--- src/rtl/frame_tap_packer_if.sv ---
// Stream-side bundle for frame_tap_packer: per-channel pixel inputs, packed
// output word handshake, channel select and frame-done status.
interface frame_tap_packer_if #(
    parameter int channels_p       = 5,
    parameter int unpacked_width_p = 1,
    parameter int packed_num_p     = 8,
    parameter int sel_w_p          = $clog2(channels_p)
);
    logic [sel_w_p-1:0]                         sel_i;
    logic [channels_p-1:0]                      valid_i;
    logic [channels_p*unpacked_width_p-1:0]     data_i;
    logic [channels_p-1:0]                      ready_o;
    logic                                       valid_o;
    logic                                       ready_i;
    logic [unpacked_width_p*packed_num_p-1:0]   packed_o;
    logic [sel_w_p-1:0]                         sel_o;
    logic                                       frame_done_o;

    modport slave (
        input  sel_i, valid_i, data_i, ready_i,
        output ready_o, valid_o, packed_o, sel_o, frame_done_o
    );

    modport master (
        output sel_i, valid_i, data_i, ready_i,
        input  ready_o, valid_o, packed_o, sel_o, frame_done_o
    );
endinterface

--- src/rtl/frame_tap_packer.sv ---
// Taps one of several pixel streams, packs its pixels into fixed-width words
// and flushes a zero-padded partial word at every frame end.
module frame_tap_packer #(
    parameter int channels_p       = 5,
    parameter int unpacked_width_p = 1,
    parameter int packed_num_p     = 8,
    parameter int frame_px_p       = 76800,
    parameter int sel_w_p          = $clog2(channels_p)
) (
    input  logic                clk_i,
    input  logic                reset_i,
    frame_tap_packer_if.slave   bus
);
    localparam int w_lp      = unpacked_width_p;
    localparam int word_w_lp = unpacked_width_p * packed_num_p;
    localparam int slot_w_lp = $clog2(packed_num_p);
    localparam int pix_w_lp  = (frame_px_p > 1) ? $clog2(frame_px_p) : 1;

    logic [sel_w_p-1:0]   act_q,   act_d;
    logic [pix_w_lp-1:0]  pix_q,   pix_d;
    logic [slot_w_lp-1:0] slot_q,  slot_d;
    logic [word_w_lp-1:0] acc_q,   acc_d;
    logic [word_w_lp-1:0] out_q,   out_d;
    logic                 valid_q, valid_d;
    logic                 done_q,  done_d;

    logic                 sel_valid;
    logic [w_lp-1:0]      sel_data;
    logic [word_w_lp-1:0] word;
    logic                 last_px;
    logic                 completing;
    logic                 stall;
    logic                 accept;
    logic                 sel_legal;

    // NOTE: every signal written in an always_comb gets a default first, so no path leaves it unassigned and no latch is inferred.
    always_comb begin
        sel_valid = 1'b0;
        sel_data  = '0;
        for (int c = 0; c < channels_p; c++) begin
            if (act_q == sel_w_p'(c)) begin
                sel_valid = bus.valid_i[c];
                sel_data  = bus.data_i[c*w_lp +: w_lp];
            end
        end
    end

    assign last_px    = (pix_q == pix_w_lp'(frame_px_p - 1));
    assign completing = (slot_q == slot_w_lp'(packed_num_p - 1)) || last_px;
    // Only a word-completing accept needs the output register free.
    assign stall      = completing && valid_q && !bus.ready_i;
    assign accept     = sel_valid && !stall;
    assign sel_legal  = ({1'b0, bus.sel_i} < (sel_w_p + 1)'(channels_p));

    always_comb begin
        for (int c = 0; c < channels_p; c++) begin
            bus.ready_o[c] = (act_q == sel_w_p'(c)) ? !stall : 1'b1;
        end
    end

    always_comb begin
        word = acc_q;
        for (int s = 0; s < packed_num_p; s++) begin
            if (slot_q == slot_w_lp'(s)) begin
                word[s*w_lp +: w_lp] = sel_data;
            end
        end
    end

    always_comb begin
        act_d   = act_q;
        pix_d   = pix_q;
        slot_d  = slot_q;
        acc_d   = acc_q;
        out_d   = out_q;
        valid_d = valid_q;
        done_d  = 1'b0;

        if (valid_q && bus.ready_i) begin
            valid_d = 1'b0;
        end

        if (accept) begin
            if (completing) begin
                // Unfilled slots of a flushed partial word stay zero because acc restarts empty.
                out_d   = word;
                valid_d = 1'b1;
                acc_d   = '0;
                slot_d  = '0;
            end else begin
                acc_d   = word;
                slot_d  = slot_q + slot_w_lp'(1);
            end

            if (last_px) begin
                pix_d  = '0;
                done_d = 1'b1;
                if (sel_legal) begin
                    act_d = bus.sel_i;
                end
            end else begin
                pix_d = pix_q + pix_w_lp'(1);
            end
        end
    end

    // NOTE: state registers use non-blocking assignments so every flop samples pre-edge values regardless of statement order.
    always_ff @(posedge clk_i or posedge reset_i) begin
        if (reset_i) begin
            act_q   <= '0;
            pix_q   <= '0;
            slot_q  <= '0;
            acc_q   <= '0;
            out_q   <= '0;
            valid_q <= 1'b0;
            done_q  <= 1'b0;
        end else begin
            act_q   <= act_d;
            pix_q   <= pix_d;
            slot_q  <= slot_d;
            acc_q   <= acc_d;
            out_q   <= out_d;
            valid_q <= valid_d;
            done_q  <= done_d;
        end
    end

    assign bus.valid_o      = valid_q;
    assign bus.packed_o     = out_q;
    assign bus.sel_o        = act_q;
    assign bus.frame_done_o = done_q;
endmodule

--- src/flat_wrapper.sv ---
// flat-port wrapper written by rule: the top's interface ports become plain ports
module frame_tap_packer_flat 
#(
    parameter int channels_p       = 5,
    parameter int unpacked_width_p = 1,
    parameter int packed_num_p     = 8,
    parameter int frame_px_p       = 76800,
    parameter int sel_w_p          = $clog2(channels_p)
)
  (clk_i, reset_i, bus_sel_i, bus_valid_i, bus_data_i, bus_ready_i, bus_ready_o, bus_valid_o, bus_packed_o, bus_sel_o, bus_frame_done_o);
  frame_tap_packer_if #(.channels_p(channels_p), .unpacked_width_p(unpacked_width_p), .packed_num_p(packed_num_p), .sel_w_p(sel_w_p)) bus_i ();
  input  logic clk_i;
  input  logic reset_i;
  input wire logic [$bits(bus_i.sel_i)-1:0] bus_sel_i;
  input wire logic [$bits(bus_i.valid_i)-1:0] bus_valid_i;
  input wire logic [$bits(bus_i.data_i)-1:0] bus_data_i;
  input wire logic [$bits(bus_i.ready_i)-1:0] bus_ready_i;
  output wire logic [$bits(bus_i.ready_o)-1:0] bus_ready_o;
  output wire logic [$bits(bus_i.valid_o)-1:0] bus_valid_o;
  output wire logic [$bits(bus_i.packed_o)-1:0] bus_packed_o;
  output wire logic [$bits(bus_i.sel_o)-1:0] bus_sel_o;
  output wire logic [$bits(bus_i.frame_done_o)-1:0] bus_frame_done_o;
  assign bus_i.sel_i = bus_sel_i;
  assign bus_i.valid_i = bus_valid_i;
  assign bus_i.data_i = bus_data_i;
  assign bus_i.ready_i = bus_ready_i;
  assign bus_ready_o = bus_i.ready_o;
  assign bus_valid_o = bus_i.valid_o;
  assign bus_packed_o = bus_i.packed_o;
  assign bus_sel_o = bus_i.sel_o;
  assign bus_frame_done_o = bus_i.frame_done_o;
  frame_tap_packer #(.channels_p(channels_p), .unpacked_width_p(unpacked_width_p), .packed_num_p(packed_num_p), .frame_px_p(frame_px_p), .sel_w_p(sel_w_p)) u_core (.clk_i(clk_i), .reset_i(reset_i), .bus(bus_i));
endmodule
--- config.mk ---
export PLATFORM = sky130hd
export DESIGN_NAME = frame_tap_packer_flat
export DESIGN_NICKNAME = d
export VERILOG_FILES = /design/src/rtl/frame_tap_packer_if.sv /design/src/rtl/frame_tap_packer.sv /design/src/flat_wrapper.sv
export SDC_FILE = /design/constraint.sdc
export NUM_CORES = 1
export LEC_CHECK = 0
export ABC_AREA = 0
export BUFFER_PORTS_ARGS = -buffer_cell sky130_fd_sc_hd__buf_4
export CAP_MARGIN = 20
export CELL_PAD_IN_SITES_DETAIL_PLACEMENT = 0
export CELL_PAD_IN_SITES_GLOBAL_PLACEMENT = 2
export CORE_UTILIZATION = 33
export DETAILED_ROUTE_END_ITERATION = 6
export PLACE_DENSITY_LB_ADDON = 0.1
export SKIP_CTS_REPAIR_TIMING = 1
export SYNTH_ARGS = -nofsm -noshare
export SYNTH_HDL_FRONTEND = slang
export SYNTH_SLANG_ARGS = --single-unit
export TNS_END_PERCENT = 10
--- constraint.sdc ---
create_clock -name clk_i -period 2.1 [get_ports clk_i]
set_clock_uncertainty 0.05 [all_clocks]
set_input_delay 0.525 -clock clk_i [delete_from_list [all_inputs] [get_ports clk_i]]
set_output_delay 0.525 -clock clk_i [all_outputs]
set_load 0.05 [all_outputs]
Word level (Yosys, flattened, before mapping)

Cells that the tools add are included.

$add $sub $neg: 2
Order comparisons: 1
Equal/unequal tests: 12
Multiplexer cells: 31
Reduce and logical (&&, ||, !) cells: 11

Operators by type and width:

| cell                                                             | number |
|---|---|
| 1-bit two-way mux                                                | 28 |
| 17-bit by 1-bit adder with 17-bit output (second input constant) | 1 |
| 17-bit == test (second input constant)                           | 1 |
| 17-bit two-way mux                                               | 1 |
| 3-bit == test (second input constant)                            | 5 |
| 3-bit by 2-bit == test with 1-bit output (second input constant) | 4 |
| 8-bit two-way mux                                                | 1 |
| 3-bit by 1-bit == test with 1-bit output (second input constant) | 2 |
| 3-bit logical NOT                                                | 2 |
| 1-bit logical AND                                                | 4 |
| 3-bit by 1-bit adder with 3-bit output (second input constant)   | 1 |
| 3-bit < comparator (second input constant)                       | 1 |
| 3-bit two-way mux                                                | 1 |
| 3-bit AND reduction                                              | 1 |
| 1-bit logical NOT                                                | 2 |
| 2-bit AND reduction                                              | 1 |
| 1-bit logical OR                                                 | 1 |

Bits in registers: 41
Input port bits: 16
Output and inout bits: 18
Word-level logic and storage cells: 64

Depth between registers and ports, before layout

Word-level depth: 8
Depth in mapped cells: 7
Depth with buffers taken out: 6

Worst setup path before layout

Ideal clock, no wire load.

Path type: flip-flop to output port
Start point: register u_core.pix_q[12]
End point: output bus_ready_o[2]
Arrival: 2.010 ns
Required time: 1.525 ns
Setup slack: -0.485 ns
Cell stages (with the launch flop): 6
Path buffers: 1
Cell sequence: dfrtp_1 nand4bb_1 or4_4 a21oi_4 buf_6 nand3_1

Cells in the longest elaborated chain, start to end: 6

Ends and longest elaborated chain:

| element                         | line                    | source |
|---|---|---|
| start, declared                 | frame_tap_packer.sv:20  | `logic [pix_w_lp-1:0] pix_q, pix_d;` |
| start signal, assigned          | frame_tap_packer.sv:119 | `pix_q <= pix_d;` |
| 17-bit == test                  | frame_tap_packer.sv:48  | `assign last_px = (pix_q == pix_w_lp'(frame_px_p - 1));` |
| 1-bit logical OR                | frame_tap_packer.sv:49  | `assign completing = (slot_q == slot_w_lp'(packed_num_p - 1)) \|\| last_px;` |
| 1-bit logical AND (2 in series) | frame_tap_packer.sv:51  | `assign stall = completing && valid_q && !bus.ready_i;` |
| 1-bit logical NOT               | frame_tap_packer.sv:57  | `bus.ready_o[c] = (act_q == sel_w_p'(c)) ? !stall : 1'b1;` |
| 1-bit two-way mux               | frame_tap_packer.sv:57  |  |
| end, declared                   | flat_wrapper.sv:18      | `output wire logic [$bits(bus_i.ready_o)-1:0] bus_ready_o;` |

Every way passes these cells.

Worst setup path in the final report

Start point: register u_core.pix_q[0]
End point: output bus_ready_o[2]

Same word-level chain as after synthesis.

==> impl_metrics.yaml <==
sta:
  worst_slew_pin_slew_ps: 804
  post-route-worst-setup-slack_ps: -485
  finalHoldViolations: 0
  grt_setup_unrepaired: "true"
  fmaxAchievable_ghz: 0.387
  minimum_clock_period_ps: 2590
  final_setup_violation_count: 6
  drv_slew: 0
  slew-limit-headroom: 0.461
  layout_worst_path_cycle_share: 1.23
synthesis:
  synth_top_area_cell: "dfrtp_1"
  syn-mean-instance-area_um2: 10.3
  synth_top_cells_by_area: "dfrtp_1, mux2i_1, ha_1"
  yosysWarnings: 0
  postSynthNetCount: 245
  post_synth_most_frequent_cells: "dfrtp_1, nand2_1, inv_1"
  synth-edff-count: 0
  yosys.area.top_type_share: 0.447
  ys_types: 52
  ys_async_sr_fraction: 1.00
  synth_cells: 222
  synthMuxAreaShare: 0.0736
  post_synth_and_or_nand_nor_area_fraction: 0.195
  synth.ff_latch_count: 41
  yosysMostFrequentCell: "dfrtp_1"
  syn_area_um2: 2300
  dominantRegCellSynth: "dfrtp_1"
  synth-seq-area-share: 0.447
  synth_fa_ha_area_frac: 0.0381
  synth_xor_area_frac: 0.0267
  synth-compound-area-share: 0.179
  largest_family_of_logic_cells_by_synthesized_area: "simple AND/OR/NAND/NOR gates"
setup_path:
  rr_endpoint: "u_core.pix_q[13]"
  regToRegSetupSlack_ps: 0
  max_stage_delay_ps: 490
  delay_heaviest_family_cp: "simple AND/OR/NAND/NOR gates"
  critPathLaunchType: "flop"
  required_ps: 1520
  cpMaxStageDelayCell: "or4_4"
  ff_to_ff_start: "u_core.slot_q[0]"
  critical_path.max_fanout: 3
  setup.worst_path.end_class: "primary output"
  path_class: "flop to primary output"
  cp_cell_sequence: "ha_1, nand4b_1, or4_4, a21oi_4, nand3_4, buf_4"
  worstPathArrival_ps: 2010
  reg2reg_depth: 8
  cp_num_buf_inv: 1
floorplan:
  num_rows: 30
  floorplan.die.width_um: 85.4
  fp.coreArea_um2: 6760
  die_area_um2: 7290
  floorplan.initialDensity: 0.340
  die_height_um: 85.4
  top_level_ports: 34
placement:
  numPortBuffers: 33
  detailedPlace.worstSlack_ps: -166
  placement.cell_area_um2: 3030
  finalWeightedCongestion: 0.774
  hpwl_after_detailed_placement_um: 4500
power_and_ir_drop:
  total_power_w: 0.00315
  ir_worst_vdd_v: 0.000390
  power_density_nw_per_um2: 1000
  p_leak_nw: 1.39
route:
  residual_drc: 0
  detail-route-antenna-nets: 0
  drt-wirelength-per-cell_um: 15.5
  drt-vias-per-instance: 5.16
  vias: 1978
  first_pass_iters: 5
  detail_route.iter0.violations: 72
  routed_wl_um: 5930
clocking:
  cts_root_buf: "clkbuf_8"
  cts_max_path_buffers: 2
  clkSinkCount: 41
  clkLatencyLatePin_ps: 300
  clk_pin_slew_ps: 90
  tritoncts_buffers: 5
  tritoncts: "built"
  htree_levels: 2
finish:
  final_cell_area_um2: 3140
  multiInputGateArea_um2: 1240
  fillers: 664
  antenna_diode_count: 0
  ff_latch_area_um2: 1030
  fraction_of_layout_cells_with_a_size_suffix_above_1: 0.380
  area_growth_pct: 36.8
  finalNetCount: 325
run:
  max_cap_violations: 0
global_route:
  grt_max_degree: 22
  global_route_wire_length_before_repair_um: 9950
  grt_usage: 0.175
  gr-total-overflow: 0
  grt_pass1_vias: 2004
  antenna_found_initial: 0
worst_hold_path:
  hold_path_class: "input pin to async pin"
outcome:
  status: "finished, violations left"
  failed_checks: "setup timing"
-- logic make-up after synthesis --
group                      Yosys count
AOI/OAI and AO/OA                   55
buffers and inverters               21
DFF                                 41
adders and majority gates            7
and+or+nand+nor                     75
xor gates and xnor gates             7
muxes                               16
-- sequential cells by signal, indices dropped and copies added (netlist names) --
register,cells
u_core.acc_q,8
u_core.bus.frame_done_o,1
u_core.bus.packed_o,8
u_core.bus.sel_o,3
u_core.bus.valid_o,1
u_core.pix_q,17
u_core.slot_q,3
-- metal layers --
metal	global-route usage	wire, µm
met3	0.0350	112
met2	0.308	3000
met1	0.222	2770
met4	0.0364	46
met5	0	0
-- worst max-delay path by stage --
stage / startpoint / end / slack (ps) / cells after the start
CTS: u_core.pix_q[0] / bus_ready_o[2] / -510 / 6
global route: u_core.pix_q[0] / bus_ready_o[2] / -600 / 6
finish: u_core.pix_q[0] / bus_ready_o[2] / -490 / 6
floorplan: u_core.pix_q[14] / bus_ready_o[4] / -210 / 4
global placement: u_core.pix_q[0] / bus_ready_o[2] / -130 / 6
detailed placement: u_core.pix_q[0] / bus_ready_o[2] / -170 / 6
-- final cells by class --
cell class                 instances  share of cell area
clock buffer                       5              0.0219
clock inverter                     3             0.00558
inverter                          13              0.0155
multi-input combinational        160               0.394
sequential                        41               0.327
tap                               80              0.0319
timing repair buffer              81               0.204
-- where the power goes --
group	leakage, nW	internal, W	switching, W
Sequential	0.476	0.00103	0.000151
Combinational	0.873	0.000636	0.000811
Clock	0.0439	0.000230	0.000291
-- placed cells by master (no fill, tap or decap), types with 3 or more instances in the layout --
cell type,instances
a21oi_1,6
a22o_1,6
buf_4,77
clkbuf_8,5
dfrtp_1,39
ha_1,6
inv_1,12
mux2_2,5
mux2i_1,9
nand2_1,20
nand3_1,6
nand4_1,3
nor2_1,7
nor2_2,3
nor2b_1,4
nor3_1,4
nor4_1,7
o21ai_0,9
o31ai_1,8
o41ai_1,4
xor2_1,5
-- through the flow --
stage	util	hold slack (ps)	instances	TNS, ps
floorplan	-	399	222	-2140
detailed placement	0.449	417	375	-722
CTS	0.462	239	383	-2510
global placement	0.449	416	375	-523
global route	0.465	254	383	-4230
finish	0.465	221	383	-1960
Power figures use the tool's default switching activity.
